===== src/rtl/mii_pkg.sv =====
// Shared definitions for the MII receive checker.
//   - Control character codes (idle / start / end-of-frame).
//   - Word-class enum produced by the classifier.
//   - Checker state enum.
package mii_pkg;

  localparam logic [7:0] IDLE_CODE  = 8'h07;
  localparam logic [7:0] START_CODE = 8'hFB;
  localparam logic [7:0] EOF_CODE   = 8'hFD;

  localparam int LEN_W = 16;

  typedef enum logic [2:0] {
    WC_IDLE,
    WC_START,
    WC_EOF,
    WC_DATA,
    WC_BAD
  } word_class_e;

  typedef enum logic [1:0] {
    ST_IDLE,
    ST_PAYLOAD,
    ST_DROP
  } state_e;

endpackage


===== src/rtl/mii_word_classifier.sv =====
// Combinational classifier for one received word.
// Ports:
//   i_data  - received word, byte 0 in bits [7:0]
//   i_ctrl  - one control flag per byte
//   o_class - IDLE / START / EOF / DATA / BAD
// START carries the start code in byte 0, EOF carries the end code in the
// last byte; every other byte of a control word must be the idle code.
module mii_word_classifier
  import mii_pkg::*;
#(
  parameter int         DATA_WIDTH = 64,
  parameter int         CTRL_WIDTH = 8,
  parameter logic [7:0] IDLE_CODE  = mii_pkg::IDLE_CODE,
  parameter logic [7:0] START_CODE = mii_pkg::START_CODE,
  parameter logic [7:0] EOF_CODE   = mii_pkg::EOF_CODE
) (
  input  logic [DATA_WIDTH-1:0] i_data,
  input  logic [CTRL_WIDTH-1:0] i_ctrl,
  output word_class_e           o_class
);

  logic [CTRL_WIDTH-1:0] byte_idle;
  logic                  first_start;
  logic                  last_eof;
  logic                  all_ctrl;
  logic                  no_ctrl;

  for (genvar k = 0; k < CTRL_WIDTH; k++) begin : g_byte
    assign byte_idle[k] = (i_data[8*k +: 8] == IDLE_CODE);
  end

  assign first_start = (i_data[7:0] == START_CODE);
  assign last_eof    = (i_data[8*(CTRL_WIDTH-1) +: 8] == EOF_CODE);
  assign all_ctrl    = &i_ctrl;
  assign no_ctrl     = ~|i_ctrl;

  always_comb begin
    o_class = WC_BAD;
    if (no_ctrl) begin
      o_class = WC_DATA;
    end else if (all_ctrl) begin
      if (&byte_idle)
        o_class = WC_IDLE;
      else if (first_start && (&byte_idle[CTRL_WIDTH-1:1]))
        o_class = WC_START;
      else if (last_eof && (&byte_idle[CTRL_WIDTH-2:0]))
        o_class = WC_EOF;
    end
  end

endmodule


===== config.mk =====
export PLATFORM = sky130hd
export DESIGN_NAME = mii_word_classifier
export DESIGN_NICKNAME = d
export VERILOG_FILES = /design/src/rtl/mii_pkg.sv /design/src/rtl/mii_word_classifier.sv
export SDC_FILE = /design/constraint.sdc
export NUM_CORES = 1
export LEC_CHECK = 0
export ABC_AREA = 1
export CORE_AREA = 2 2 50 52
export DETAILED_ROUTE_END_ITERATION = 7
export DIE_AREA = 0 0 52 54
export PLACE_DENSITY_LB_ADDON = 0.08
export SLEW_MARGIN = 0
export SYNTH_ARGS = -nofsm -noshare
export SYNTH_HDL_FRONTEND = slang
export SYNTH_SLANG_ARGS = --single-unit

===== constraint.sdc =====
create_clock -name vclk -period 1.1
set_clock_uncertainty 0.1 [all_clocks]
set_input_delay 0.22 -clock vclk [all_inputs]
set_output_delay 0.22 -clock vclk [all_outputs]
set_load 0.05 [all_outputs]

==> results of run 1 <==
[worst min path at each step]
stage / cells past startpoint / endpoint / from / slack (ns)
4_1_cts: 9 / o_class[0] / i_data[63] / 0.97
3_3_place_gp: 6 / o_class[0] / i_ctrl[7] / 1.24
5_1_grt: 5 / o_class[0] / i_ctrl[0] / 0.98
6_report: 8 / o_class[1] / i_data[56] / 0.94
3_5_place_dp: 6 / o_class[0] / i_ctrl[4] / 1.26
2_1_floorplan: 3 / o_class[0] / i_ctrl[1] / 0.66
[power by group through the flow]
stage	logic [W]	clock network [W]	registers [W]
floorplan	0.0000600	0	0
global placement	0.000335	0	0
detailed placement	0.000344	0	0
CTS	0.000239	0	0
global route	0.000313	0	0
finish	0.000289	0	0
[logic make-up (layout without fill, tap and decap cells)]
logic type	after synthesis	count (layout)
buffers and inverters	20	97
AOI/OAI and AO/OA	3	3
and+or+nand+nor	81	81
[per-stage QoR]
step | cells | area, µm² | hold WS [ns] | setup slack [ns] | power [W]
floorplan | 104 | 518 | 0.658 | -0.269 | 0.0000600
CTS | 211 | 1100 | 0.969 | -0.504 | 0.000239
detailed placement | 211 | 1340 | 1.26 | -0.901 | 0.000344
finish | 211 | 1250 | 0.940 | -0.451 | 0.000289
global route | 211 | 1250 | 0.981 | -0.506 | 0.000313
global placement | 211 | 1340 | 1.24 | -0.862 | 0.000335
[metal layers]
| metal | GRT usage | share of wire | vias up |
|---|---|---|---|
| met5 | 0 | 0 | - |
| met4 | 0.0307 | 0.0090 | 0 |
| met3 | 0.0194 | 0.095 | 2 |
| met2 | 0.293 | 0.58 | 42 |
| met1 | 0.136 | 0.32 | 377 |
| li1 | - | - | 469 |
[cells in the mapped netlist, drive strengths merged]
master	count	area [µm²]
nand4	8	50.1
nor2	38	160
nand3	1	5.00
a21oi	1	5.00
nand2	33	124
nor4	1	6.26
o21ai	2	10.0
inv	20	75.1
[layout make-up]
class / instances / share of cell area
Inverter: 20 / 0.0601
Tap cell: 30 / 0.0301
Timing Repair Buffer: 77 / 0.468
Multi-Input combinational cell: 84 / 0.442
[timing repair]
action	CTS	global route
resized for setup	226	53
pin swaps	68	45
setup endpoints to repair	3	3
[critical path: cells and delay by family]
| kind | cells | cell delay [ns] |
|---|---|---|
| simple gates | 6 | 0.59 |
| buf+inv | 2 | 0.26 |
| compound gates | 1 | 0.16 |
==> reports/metrics.yaml, run 1 <==
synth-seq-area-share: 0
finalCritPeriodShare: 1.41
routed_wl_um: 2110
num-fill-cells: 261
drcViolationCount: 0
post_drt_via_cell_ratio: 4.22
grt_max_degree: 3
n_sequential_cell: 0
p_leak_nw: 0.614
synth_area_um2: 435
final_cell_mix: "buf_2, nand2_1, buf_6, nor2_1, nor2_2"
synth_adder_area_share: 0
synth-simple-area-share: 0.793
hpwl_um: 1830
synth_xor_area_frac: 0
die_height_um: 54
area_delta_synth_final_pct: 187
register_area_um2: 0
num_rows: 18
grt_antenna_before_repair: 0
core-area_mm2: 0.00232
multi_input_area_um2: 552
fin_nets: 255
violations: "negative setup slack"
p_comb_frac: 1.000
setup_viol: 3
fin_tns_setup_ns: -1.34
place.gp.congestion: 0.651
max_freq_ghz: 0.645
final_common_cell: "buf_2"
synth_top_family_by_area: "simple AND/OR/NAND/NOR gates"
path_max_fanout: 2
outcome: "finished, violations left"
crit_required_ns: 0.78
io_buffers: 75
worstPathCellList: "buf_2 -> nor2_4 -> nand2_1 -> nor2_2 -> nand2_2 -> nor2_4 -> nand2_2 -> o21ai_4 -> buf_12"
critical_path.slowest_cell: "o21ai_4"
first_pass_iters: 4
die-area_mm2: 0.00281
clkPwrFrac: 0
utilization: 0.538
hold_path_class: "primary input to output port"
crit_start: "i_data[14]"
synthCells: 104
muxShareOfSynthArea: 0
ioPinCount: 75
ys.warnings.count: 0
grt_pass1_wl_um: 3110
cts_setup_buffers: 0
finalCriticalPeriod_ns: 1.55
vdd_ir_drop_max_mv: 0.130
p_sw_w: 0.000112
synth.distinct_cells: 9
max_slew.worst_pin.slew_ns: 0.241
antennaDiodeCount: 0
p_sw_frac: 0.387
finalHoldViolCount: 0
grt_use_total: 0.137
die_x_um: 52
power.density_mw_per_mm2: 231
overflow: 0
p_int_w: 0.000177
synth_compound_area_frac: 0.0345
initialDrtViolationCount: 6
criticalPathCategory: "primary input to output port"
worstSetupEndpointType: "output port"
max-cap-violations: 0
slowest_delay_ns: 0.16
ant_nets: 0
crit_path_end: "o_class[1]"
drive_above_1_share: 0.641
startpoint_type: "primary input"
clkbuf_count: 0
num_vias: 890
finalWorstSetupSlack_ns: -0.451
slew_viol_final: 0
postSynthAreaPerCell_um2: 4.19
slew_headroom: 0.838
rsz0062_at_grt: "true"
postCtsHoldBufs: 0
cp.arrival_ns: 1.23
grt_pass1_vias: 850
seq_power_share: 0
wire_per_inst_um: 9.99
initial_utilization: 0.188
synth_fp_nets: 176
Power figures use the tool's default switching activity.
==> run 2, diff against run 1 <==
Settings changed: SKIP_LAST_GASP from default to 1.
Clock period 1.1 ns to 1.3 ns, I/O delays scaled along.
==> run 2 against run 1 <==
  * The run still ends with negative setup slack left
  * Die area unchanged
  * Flip-flop and latch count unchanged
  * Worst hold slack better by 0.026 ns
  * Global-route usage down 0.23 points
==> reports/metrics.yaml, run 2 (synthesized netlist as in run 1, its figures left out) <==
finalCriticalPeriod_ns: 1.65
grt_antenna_before_repair: 0  # unchanged
criticalPathCategory: "primary input to output port"
initial_utilization: 0.188  # unchanged
startpoint_type: "primary input"
cp_top_family: "buffers and inverters"
grt_pass1_vias: 840  # -1.2%
finalWorstSetupSlack_ns: -0.348  # +0.104 ns
die_height_um: 54  # unchanged
final_common_cell: "buf_2"
finalCritPeriodShare: 1.27
area_delta_synth_final_pct: 170
p_leak_nw: 0.596  # -2.9%
power.density_mw_per_mm2: 193  # -17%
slowest_delay_ns: 0.27  # +0.11 ns
rsz0062_at_grt: "true"
setup_viol: 3  # unchanged
overflow: 0  # unchanged
p_int_w: 0.000139  # -21%
p_sw_w: 0.0000879  # -21%
clkPwrFrac: 0  # unchanged
final_cell_mix: "buf_2, nand2_1, nor2_1, nor2_2, buf_6"
num_vias: 901  # +1.2%
path_max_fanout: 2  # unchanged
antennaDiodeCount: 0  # unchanged
p_sw_frac: 0.388  # +0.000744
worstSetupEndpointType: "output port"
grt_use_total: 0.135  # -0.00232
num-fill-cells: 271  # +3.8%
worstPathCellList: "dlygate4sd2_1 -> nand4_1 -> nor2_2 -> nand2_4 -> o21ai_4 -> buf_12"
ioPinCount: 75  # unchanged
post_drt_via_cell_ratio: 4.27  # +1.2%
fin_tns_setup_ns: -0.989  # +0.351 ns
first_pass_iters: 2  # -2
finalHoldViolCount: 0  # unchanged
critical_path.slowest_cell: "dlygate4sd2_1"
drive_above_1_share: 0.619  # -0.0221
core-area_mm2: 0.00232  # unchanged
hold_path_class: "primary input to output port"
die_x_um: 52  # unchanged
violations: "negative setup slack"
vdd_ir_drop_max_mv: 0.105  # -20%
max-cap-violations: 0  # unchanged
crit_required_ns: 0.94  # +0.16 ns
cp.arrival_ns: 1.29  # +0.06 ns
slew_headroom: 0.839  # about the same
routed_wl_um: 2030  # -3.9%
initialDrtViolationCount: 2  # -4
wire_per_inst_um: 9.60  # -3.9%
io_buffers: 75  # unchanged
seq_power_share: 0  # unchanged
grt_pass1_wl_um: 3020  # -2.9%
power.total_w: 0.000227  # -21%
hpwl_um: 1800  # -1.2%
drcViolationCount: 0  # unchanged
num_rows: 18  # unchanged
max_freq_ghz: 0.607
ant_nets: 0  # unchanged
register_area_um2: 0  # unchanged
p_comb_frac: 1.000  # about the same
grt_max_degree: 3  # unchanged
slew_viol_final: 0  # unchanged
place.gp.congestion: 0.651  # about the same
cts_setup_buffers: 0  # unchanged
postCtsHoldBufs: 0  # unchanged
die-area_mm2: 0.00281  # unchanged
fin_nets: 255  # unchanged
max_slew.worst_pin.slew_ns: 0.240  # -0.000918 ns
n_sequential_cell: 0  # unchanged
path_buf_inv: 2  # unchanged
clkbuf_count: 0  # unchanged
outcome: "finished, violations left"
-- run 2: cell types whose count changed in the layout (fill, tap and decap cells not counted), moves of 3 or more --
| cell | delta |
|---|---|
| nand2_2 | -5 |
| nor2_4 | -5 |
| nand2_1 | +5 |
| nor2_2 | +3 |
| buf_6 | -4 |
| buf_2 | +6 |
-- run 2: final cells by class --
| type | instances | area, µm² | share of cell area |
|---|---|---|---|
| well taps | 30 | 37.5 | 0.0319 |
| multi-input cells | 84 | 509 | 0.433 |
| inverters | 20 | 75.1 | 0.0638 |
| repair buffers | 77 | 556 | 0.472 |
-- run 2: power by group through the flow --
stage | combinational [W] | clock [W] | sequential [W]
after global routing | 0.000250 | 0 | 0
final | 0.000227 | 0 | 0
after global placement | 0.000284 | 0 | 0
after detailed placement | 0.000291 | 0 | 0
after CTS | 0.000204 | 0 | 0
after floorplan | 0.0000508 | 0 | 0
-- run 2: path summary, 6_finish.rpt --
| kind | start | endpoint | cells after the start |
|---|---|---|---|
| max | i_ctrl[0] | o_class[1] | 6 |
| min | i_ctrl[6] | o_class[0] | 6 |
-- run 2: per-layer routing --
metal | global-route usage | vias up | part of all wire
met4 | 0.0219 | 0 | 0.017
li1 | - | 469 | -
met2 | 0.302 | 40 | 0.56
met1 | 0.126 | 388 | 0.32
met5 | 0 | - | 0
met3 | 0.0194 | 4 | 0.10
-- run 2: timing repair --
| item | in CTS | in global routing |
|---|---|---|
| pin swaps | 66 | 36 |
| endpoints found under the setup margin | 3 | 3 |
| resized for setup | 236 | 31 |
-- run 2: per-stage QoR --
step | utilization | setup slack (ns) | hold WS (ns) | instances | cell area (µm²)
after global placement | 0.577 | -0.742 | 1.32 | 211 | 1340
after floorplan | - | -0.149 | 0.738 | 104 | 518
after CTS | 0.474 | -0.367 | 1.05 | 211 | 1100
final | 0.508 | -0.348 | 0.967 | 211 | 1180
after detailed placement | 0.577 | -0.775 | 1.34 | 211 | 1340
after global routing | 0.508 | -0.404 | 1.01 | 211 | 1180
==> run 3, diff against run 2 <==
Settings changed: GPL_ROUTABILITY_DRIVEN from default to 0.
==> results of run 3 <==
Same layout as run 2: the final DEF is identical, and so are final timing and power.
